--- src/rtl/regfile_pkg.sv ---
// Shared widths and grant encodings for the register-file write-back path.
package regfile_pkg;

  localparam int unsigned DATA_W   = 32;
  localparam int unsigned ADDR_W   = 5;
  localparam int unsigned NUM_REGS = 1 << ADDR_W;

  typedef enum logic {
    GNT_ALU = 1'b0,
    GNT_MEM = 1'b1
  } gnt_e;

endpackage

--- src/rtl/rr_arbiter2.sv ---
// Two-way round-robin arbiter; the pointer names the side that wins the next contention.
module rr_arbiter2
  import regfile_pkg::*;
#(
  parameter int unsigned RR_INIT = 0
) (
  input  logic       clk_i,
  input  logic       rst_ni,
  input  logic [1:0] req_i,
  output logic [1:0] gnt_o
);

  gnt_e ptr_q, ptr_d;

  always_comb begin
    gnt_o = req_i;
    ptr_d = ptr_q;
    // Pointer only moves on contention, so solo grants never disturb fairness.
    if (&req_i) begin
      if (ptr_q == GNT_ALU) begin
        gnt_o = 2'b01;
        ptr_d = GNT_MEM;
      end else begin
        gnt_o = 2'b10;
        ptr_d = GNT_ALU;
      end
    end
  end

  always_ff @(posedge clk_i or negedge rst_ni) begin
    if (!rst_ni) begin
      ptr_q <= (RR_INIT != 0) ? GNT_MEM : GNT_ALU;
    end else begin
      ptr_q <= ptr_d;
    end
  end

endmodule

--- src/rtl/regfile_wb_arbiter.sv ---
// Write-back controller: arbitrates ALU/MEM onto the regfile write port and
// keeps a scoreboard of destination registers with writes outstanding.
module regfile_wb_arbiter
  import regfile_pkg::*;
#(
  parameter int unsigned DATA_W  = regfile_pkg::DATA_W,
  parameter int unsigned ADDR_W  = regfile_pkg::ADDR_W,
  parameter int unsigned RR_INIT = 0
) (
  input  logic                     Clk,
  input  logic                     Reset_n,
  input  logic                     AluValid,
  output logic                     AluReady,
  input  logic [ADDR_W-1:0]        AluAddr,
  input  logic [DATA_W-1:0]        AluData,
  input  logic                     MemValid,
  output logic                     MemReady,
  input  logic [ADDR_W-1:0]        MemAddr,
  input  logic [DATA_W-1:0]        MemData,
  input  logic                     IssueValid,
  output logic                     IssueReady,
  input  logic [ADDR_W-1:0]        IssueAddr,
  output logic [(1<<ADDR_W)-1:0]   Busy,
  output logic                     RegWrite,
  output logic [ADDR_W-1:0]        WriteRegister,
  output logic [DATA_W-1:0]        WriteData
);

  logic [1:0]              gnt;
  logic [ADDR_W-1:0]       acc_addr;
  logic [DATA_W-1:0]       acc_data;
  logic                    regwrite_q, regwrite_d;
  logic [ADDR_W-1:0]       waddr_q, waddr_d;
  logic [DATA_W-1:0]       wdata_q, wdata_d;
  logic [(1<<ADDR_W)-1:0]  busy_q, busy_d;

  rr_arbiter2 #(
    .RR_INIT (RR_INIT)
  ) u_arb (
    .clk_i  (Clk),
    .rst_ni (Reset_n),
    .req_i  ({MemValid, AluValid}),
    .gnt_o  (gnt)
  );

  assign AluReady   = gnt[GNT_ALU];
  assign MemReady   = gnt[GNT_MEM];
  assign IssueReady = (IssueAddr == '0) || !busy_q[IssueAddr];

  always_comb begin
    acc_addr   = gnt[GNT_MEM] ? MemAddr : AluAddr;
    acc_data   = gnt[GNT_MEM] ? MemData : AluData;
    // r0 writes are accepted but never reach the regfile.
    regwrite_d = (|gnt) && (acc_addr != '0);
    waddr_d    = (|gnt) ? acc_addr : waddr_q;
    wdata_d    = (|gnt) ? acc_data : wdata_q;
  end

  always_comb begin
    busy_d = busy_q;
    // Clear lands on the same edge the regfile commits, never earlier.
    if (regwrite_q) begin
      busy_d[waddr_q] = 1'b0;
    end
    if (IssueValid && IssueReady && (IssueAddr != '0)) begin
      busy_d[IssueAddr] = 1'b1;
    end
  end

  always_ff @(posedge Clk or negedge Reset_n) begin
    if (!Reset_n) begin
      regwrite_q <= 1'b0;
      waddr_q    <= '0;
      wdata_q    <= '0;
      busy_q     <= '0;
    end else begin
      regwrite_q <= regwrite_d;
      waddr_q    <= waddr_d;
      wdata_q    <= wdata_d;
      busy_q     <= busy_d;
    end
  end

  assign RegWrite      = regwrite_q;
  assign WriteRegister = waddr_q;
  assign WriteData     = wdata_q;
  assign Busy          = busy_q;

endmodule
--- config.mk ---
export PLATFORM = sky130hd
export DESIGN_NAME = regfile_wb_arbiter
export DESIGN_NICKNAME = d
export VERILOG_FILES = /design/src/rtl/regfile_pkg.sv /design/src/rtl/rr_arbiter2.sv /design/src/rtl/regfile_wb_arbiter.sv
export SDC_FILE = /design/constraint.sdc
export NUM_CORES = 1
export LEC_CHECK = 0
export BUFFER_PORTS_ARGS = -buffer_cell sky130_fd_sc_hd__buf_4
export CAP_MARGIN = 20
export CORE_MARGIN = 8
export CORE_UTILIZATION = 30
export DETAILED_ROUTE_END_ITERATION = 16
export PLACE_DENSITY = 0.63
export RECOVER_POWER = 50
export SYNTH_ARGS = -nofsm -noshare
export SYNTH_HDL_FRONTEND = slang
export SYNTH_SLANG_ARGS = --single-unit
--- constraint.sdc ---
create_clock -name Clk -period 4 [get_ports Clk]
set_clock_uncertainty 0.05 [all_clocks]
set_input_delay 0.4 -clock Clk [delete_from_list [all_inputs] [get_ports Clk]]
set_output_delay 0.4 -clock Clk [all_outputs]
set_load 0.005 [all_outputs]
---- Word level (Yosys, flattened, before mapping) ----
Index checks and enable logic that the tools add are counted.
storage, ports and cells
  flip-flop bits (word level) ............. 71
  bits in latches ......................... 0
  word-level logic and storage cells ...... 37
  input port bits ......................... 84
  memory bits (writable) .................. 0
  memories ................................ 0
  memory bits (read-only) ................. 0
  output and inout port bits .............. 73
operators by class
  $lt $le $gt $ge ......................... 4
  reductions and logical operators ........ 12
  div/mod/pow operators ................... 0
  $add $sub $neg .......................... 0
  shift operators ......................... 0
  multipliers ............................. 0
  bitwise operators ....................... 3
  eq/ne operators ......................... 0
  mux-type cells .......................... 13
operators by type and width
  cell                                                                                  number
  32-bit two-way mux                                                                    3
  32-bit AND                                                                            1
  32-bit inverter                                                                       1
  32-bit OR                                                                             1
  5-bit by 6-bit < comparator with 1-bit output (second input constant)                 2
  1-bit demux with 5-bit select                                                         2
  5-bit by 1-bit greater-or-equal comparator with 1-bit output (second input constant)  2
  5-bit nonzero test                                                                    2
  1-bit binary-select mux with 5-bit select                                             1
  1-bit logical AND                                                                     5
  5-bit zero test                                                                       1
  5-bit two-way mux                                                                     1
  1-bit two-way mux                                                                     4
  2-bit two-way mux                                                                     2
  2-bit AND reduction                                                                   1
  2-bit OR reduction                                                                    1
  1-bit zero test                                                                       1
  1-bit logical OR                                                                      1

---- Longest topological paths before layout ----
  depth after elaboration ................. 9
  depth in mapped cells ................... 6

---- Hierarchy ----
Synthesis repeated with hierarchy kept, for this count alone.
second synthesis, totals
  cell total of the unflattened synthesis .. 346
  area, all modules ....................... 3502.1 um2
by module, submodules not included
  module              seq. area each (um2)  area an instance (um2)  times used  cells each
  regfile_wb_arbiter  1751.7                3445.8                  1           340
  rr_arbiter2         25.0                  56.3                    1           6

---- Worst setup path after synthesis ----
No wires, ideal clock.
  kind .................................... input port to output port
  start ................................... in IssueAddr[1]
  end ..................................... out IssueReady
  arrival ................................. 1.584 ns
  required time ........................... 3.550 ns
  stages on the path ...................... 6
  setup slack ............................. 1.966 ns
  cells stage by stage .................... clkbuf_1 buf_2 mux4_2 mux2i_1 nor2_1 o32ai_1
on the way
  cells in the longest elaborated chain, start to end .. 4
RTL lines
  item                                       RTL line                  text
  start, declared                            regfile_wb_arbiter.sv:22  input logic [ADDR_W-1:0] IssueAddr,
  1-bit binary-select mux with 5-bit select  regfile_wb_arbiter.sv:48  assign IssueReady = (IssueAddr == '0) || !busy_q[IssueAddr];
  1-bit two-way mux (not written as such)    regfile_wb_arbiter.sv:48
  1-bit zero test                            regfile_wb_arbiter.sv:48
  1-bit logical OR (*)                       regfile_wb_arbiter.sv:48
  end, declared                              regfile_wb_arbiter.sv:21  output logic IssueReady,
Every way passes the cells marked *; elsewhere a longest branch is shown, timed or not. The select of a mux whose other input is x is not followed.

---- Final worst setup path ----
  start ................................... reg busy_q[9], in the netlist Busy[9]
  end ..................................... out IssueReady
on the way
  cells in the longest elaborated chain, start to end .. 4
RTL lines
  item                                       RTL line                  text
  start, declared                            regfile_wb_arbiter.sv:35  logic [(1<<ADDR_W)-1:0] busy_q, busy_d;
  start signal, assigned                     regfile_wb_arbiter.sv:80  busy_q <= busy_d;
  1-bit binary-select mux with 5-bit select  regfile_wb_arbiter.sv:48
  1-bit two-way mux (not written as such)    regfile_wb_arbiter.sv:48
  1-bit zero test                            regfile_wb_arbiter.sv:48
  1-bit logical OR                           regfile_wb_arbiter.sv:48
Every way passes these cells. The select of a mux whose other input is x is not followed.

==> metrics.md <==
| Metric | Value |
|---|---|
| Slowest stage delay, CP | 0.53 ns |
| Synth Area in Adders | 0 |
| Top cell type's share of synthesized area | 0.481 |
| Status | complete, but fails checks |
| Initial antenna violation count | 0 |
| Synthesized area | 3690 µm² |
| Worst slew margin | -0.204 |
| Setup TNS | 0 ns |
| Synth Area in XOR/XNOR | 0.00237 |
| Post-Syn Instances | 407 |
| Pins Over Slew Limit | 72 |
| H-Tree Depth | 3 |
| Post-synth EDFFs | 0 |
| Yosys warns | 0 |
| FF+latch count, synth | 71 |
| Period utilisation layout | 0.595 |
| Cell Pwr Density | 615 nW/µm² |
| Synth top area cells | dfrtp_1 (48%), o21ai_0 (13%), a21oi_1 (8.7%) |
| Worst slew pin tran | 1.81 ns |
| Dpl hpwl | 9260 µm |
| Async S/R FF share, synth | 1.00 |
| Post-layout net count | 631 |
| Slowest CP cell | mux4_1 |
| Io pins | 157 |
| Worst-Skew Late Latency | 0.32 ns |
| Layout cells sized above 1 | 0.306 |
| Post-cts resize count | 0 |
| Post-Route Utilization | 0.434 |
| Largest area contributor in the netlist | dfrtp_1 |
| Worst ir drop on vdd | 197 µV |
| Die extent in y | 127 µm |
| # rows | 40 |
| Mean Syn Cell Area | 9.07 µm² |
| Residual DRC | 0 |
| Synth Area in Compound Gates | 0.245 |
| Die X | 127 µm |
| Sw Share | 0.330 |
| Post-synthesis mux area share | 0.0678 |
| Via density | 5.40 |
| Setup crit start kind | flop |
| Drt first pass iters | 4 |
| IO Port Bufs | 156 |
| Core box area | 12000 µm² |
| First-pass GRT wire length | 20100 µm |
| Hold-fix buffers, CTS | 0 |
| Largest net degree at the start of global routing | 72 |
| Main combinational cell family by area after synthesis | compound AO/OA/AOI/OAI gates |
| Diodes inserted | 0 |
| Register area share after synthesis | 0.481 |
| CTS tree | done |
| Hold Vio Cnt, Final | 0 |
| P&R area growth vs syn | 41.4% |
| Routed wire length | 12600 µm |
| Clock sink count | 71 |
| Setup CP Type | reg2out |
| Gate power share | 0.329 |
| CP top delay family | multiplexers |
| Clk pwr share | 0.289 |
| CP max FO | 3 |
| Post-CTS setup buffer count | 0 |
| Synth Area in Simple Gates | 0.166 |
| Inserted Clock Buffers | 9 |
| Flop pwr share | 0.382 |
| Count leader, synth | o21ai_0 |
| Worst-path clk slew | 0.06 ns |
| Vias in the first global route | 3801 |
| Top cells by instance count after synthesis | o21ai_0 (97), dfrtp_1 (71), a21oi_1 (64) |
| Post-DRT Antenna Nets | 0 |
| Min Tclk post-route | 2.38 ns |
| Fmax | 420 MHz |
| Final setup vio count | 0 |
| CP Cell Sequence | mux4_1, a32o_1, o32ai_1, buf_4 |
| Starting density of the core | 0.307 |
| Max cap viols | 1 |
| Critical Path RT | 3.55 ns |
| All-Layer GR Usage | 0.154 |
| Crit path capture type | primary output |
| Bufs and invs on worst path | 1 |
| Non-filler instance count after layout | 699 |
| Starting DRT DRC Count | 263 |
| Die ar. | 16100 µm² |
| Vias | 3777 |
| Net count after synthesis | 491 |
| Failing checks | max-capacitance violations, max-slew violations |
| Worst hold path class | in2reg |
| Max clock buf depth | 2 |
| RSZ-0062 raised after global routing | no |
| Sw power | 0.00106 W |
| Arr. time, crit path | 1.93 ns |
| Cell variety after synth | 36 |
| Routability cong. | 0.871 |
| Internal | 0.00215 W |
| Grt total ovfl | 0 |
| Lkg Pwr | 2.25 nW |
| WL/cell | 18.1 µm |
| Placed cells | 682 |
| CTS root buf | clkbuf_16 |
| Most used DFF post-synth | dfrtp_1 |
## worst paths after layout
check	start	to	slack (ns)	depth (start not counted)
min reg2reg	Busy[31]	Busy[31]	0.49	2
min	MemAddr[4]	WriteRegister[4]	0.24	3
max in group asynchronous	Reset_n	Busy[27]	2.32	1
min in group asynchronous	Reset_n	Busy[6]	0.50	1
max	Busy[9]	IssueReady	1.62	4
max reg2reg	u_arb.ptr_q	WriteData[1]	2.11	2
## power groups by stage
stage          registers (W)  logic [W]  clock network (W)
3_3_place_gp         0.00127    0.00103                  0
2_1_floorplan        0.00116   0.000481                  0
6_report             0.00123    0.00105           0.000928
5_1_grt              0.00126    0.00119           0.000981
4_1_cts              0.00127    0.00107           0.000948
3_5_place_dp         0.00128    0.00107                  0
## state kept, by name, indices dropped and copies added, names as in the netlist
signal / cells
u_arb.ptr_q: 1
WriteRegister: 5
WriteData: 32
RegWrite: 1
Busy: 32
## metrics by stage
stage | power [W] | cell area [µm²] | setup WS, ns | hold slack [ns]
2_1_floorplan | 0.00164 | 3690 | 1.97 | 0.0544
3_3_place_gp | 0.00231 | 4930 | 1.67 | 0.462
3_5_place_dp | 0.00234 | 4930 | 1.66 | 0.481
4_1_cts | 0.00328 | 5280 | 1.53 | 0.206
5_1_grt | 0.00342 | 5220 | 1.53 | 0.227
6_report | 0.00321 | 5220 | 1.62 | 0.237
## per-layer routing
metal,up-vias,global-route usage,share of wire
met1,1817,0.199,0.43
li1,1736,-,-
met3,13,0.0716,0.12
met4,0,0.0434,0.011
met2,211,0.223,0.44
met5,-,0,0
## final cells by class
cell class              instances  area, µm²
fillers                      1201       6790
multi-input cells             305       1790
flip-flops and latches         71       1780
repair buffers                158       1120
clock buffers                  11        243
well taps                     147        184
clock inverters                 5        105
inverters                       2       7.51
## cell usage in the layout, fill, tap and decap left out, drive strengths merged
| cell | netlist | routed |
|---|---|---|
| clkbuf | 23 | 48 |
| mux2 | 1 | 1 |
| nand2b | 34 | 34 |
| inv | 2 | 2 |
| a21oi | 64 | 64 |
| nand3 | 5 | 5 |
| a21boi | 2 | 2 |
| nor2b | 2 | 2 |
| nand3b | 9 | 9 |
| mux4 | 6 | 6 |
| or4 | 2 | 2 |
| mux2i | 10 | 10 |
| o32ai | 1 | 1 |
| xnor2 | 1 | 1 |
| o21ai | 101 | 101 |
| buf | 6 | 121 |
| a31oi | 1 | 1 |
| dfrtp | 71 | 71 |
| a311oi | 1 | 1 |
| clkinvlp | 0 | 2 |
| nor2 | 5 | 5 |
| or3 | 5 | 5 |
| bufinv | 0 | 3 |
| nand2 | 45 | 45 |
| a2111o | 1 | 1 |
| a22oi | 1 | 1 |
| o21a | 1 | 1 |
| or3b | 6 | 6 |
| a32o | 1 | 1 |
## cells by family after synthesis
group,count (synthesis)
AND/OR/NAND/NOR,113
multiplexers,17
AO/OA/AOI/OAI,174
flip-flops,71
XOR/XNOR,1
buffers and inverters,31
## worst min-delay path, stage by stage
cell and delay [ns]:
buf_4 0.08, nand2_1 0.03, o21ai_0 0.06
(Power assumes the default switching activity.)
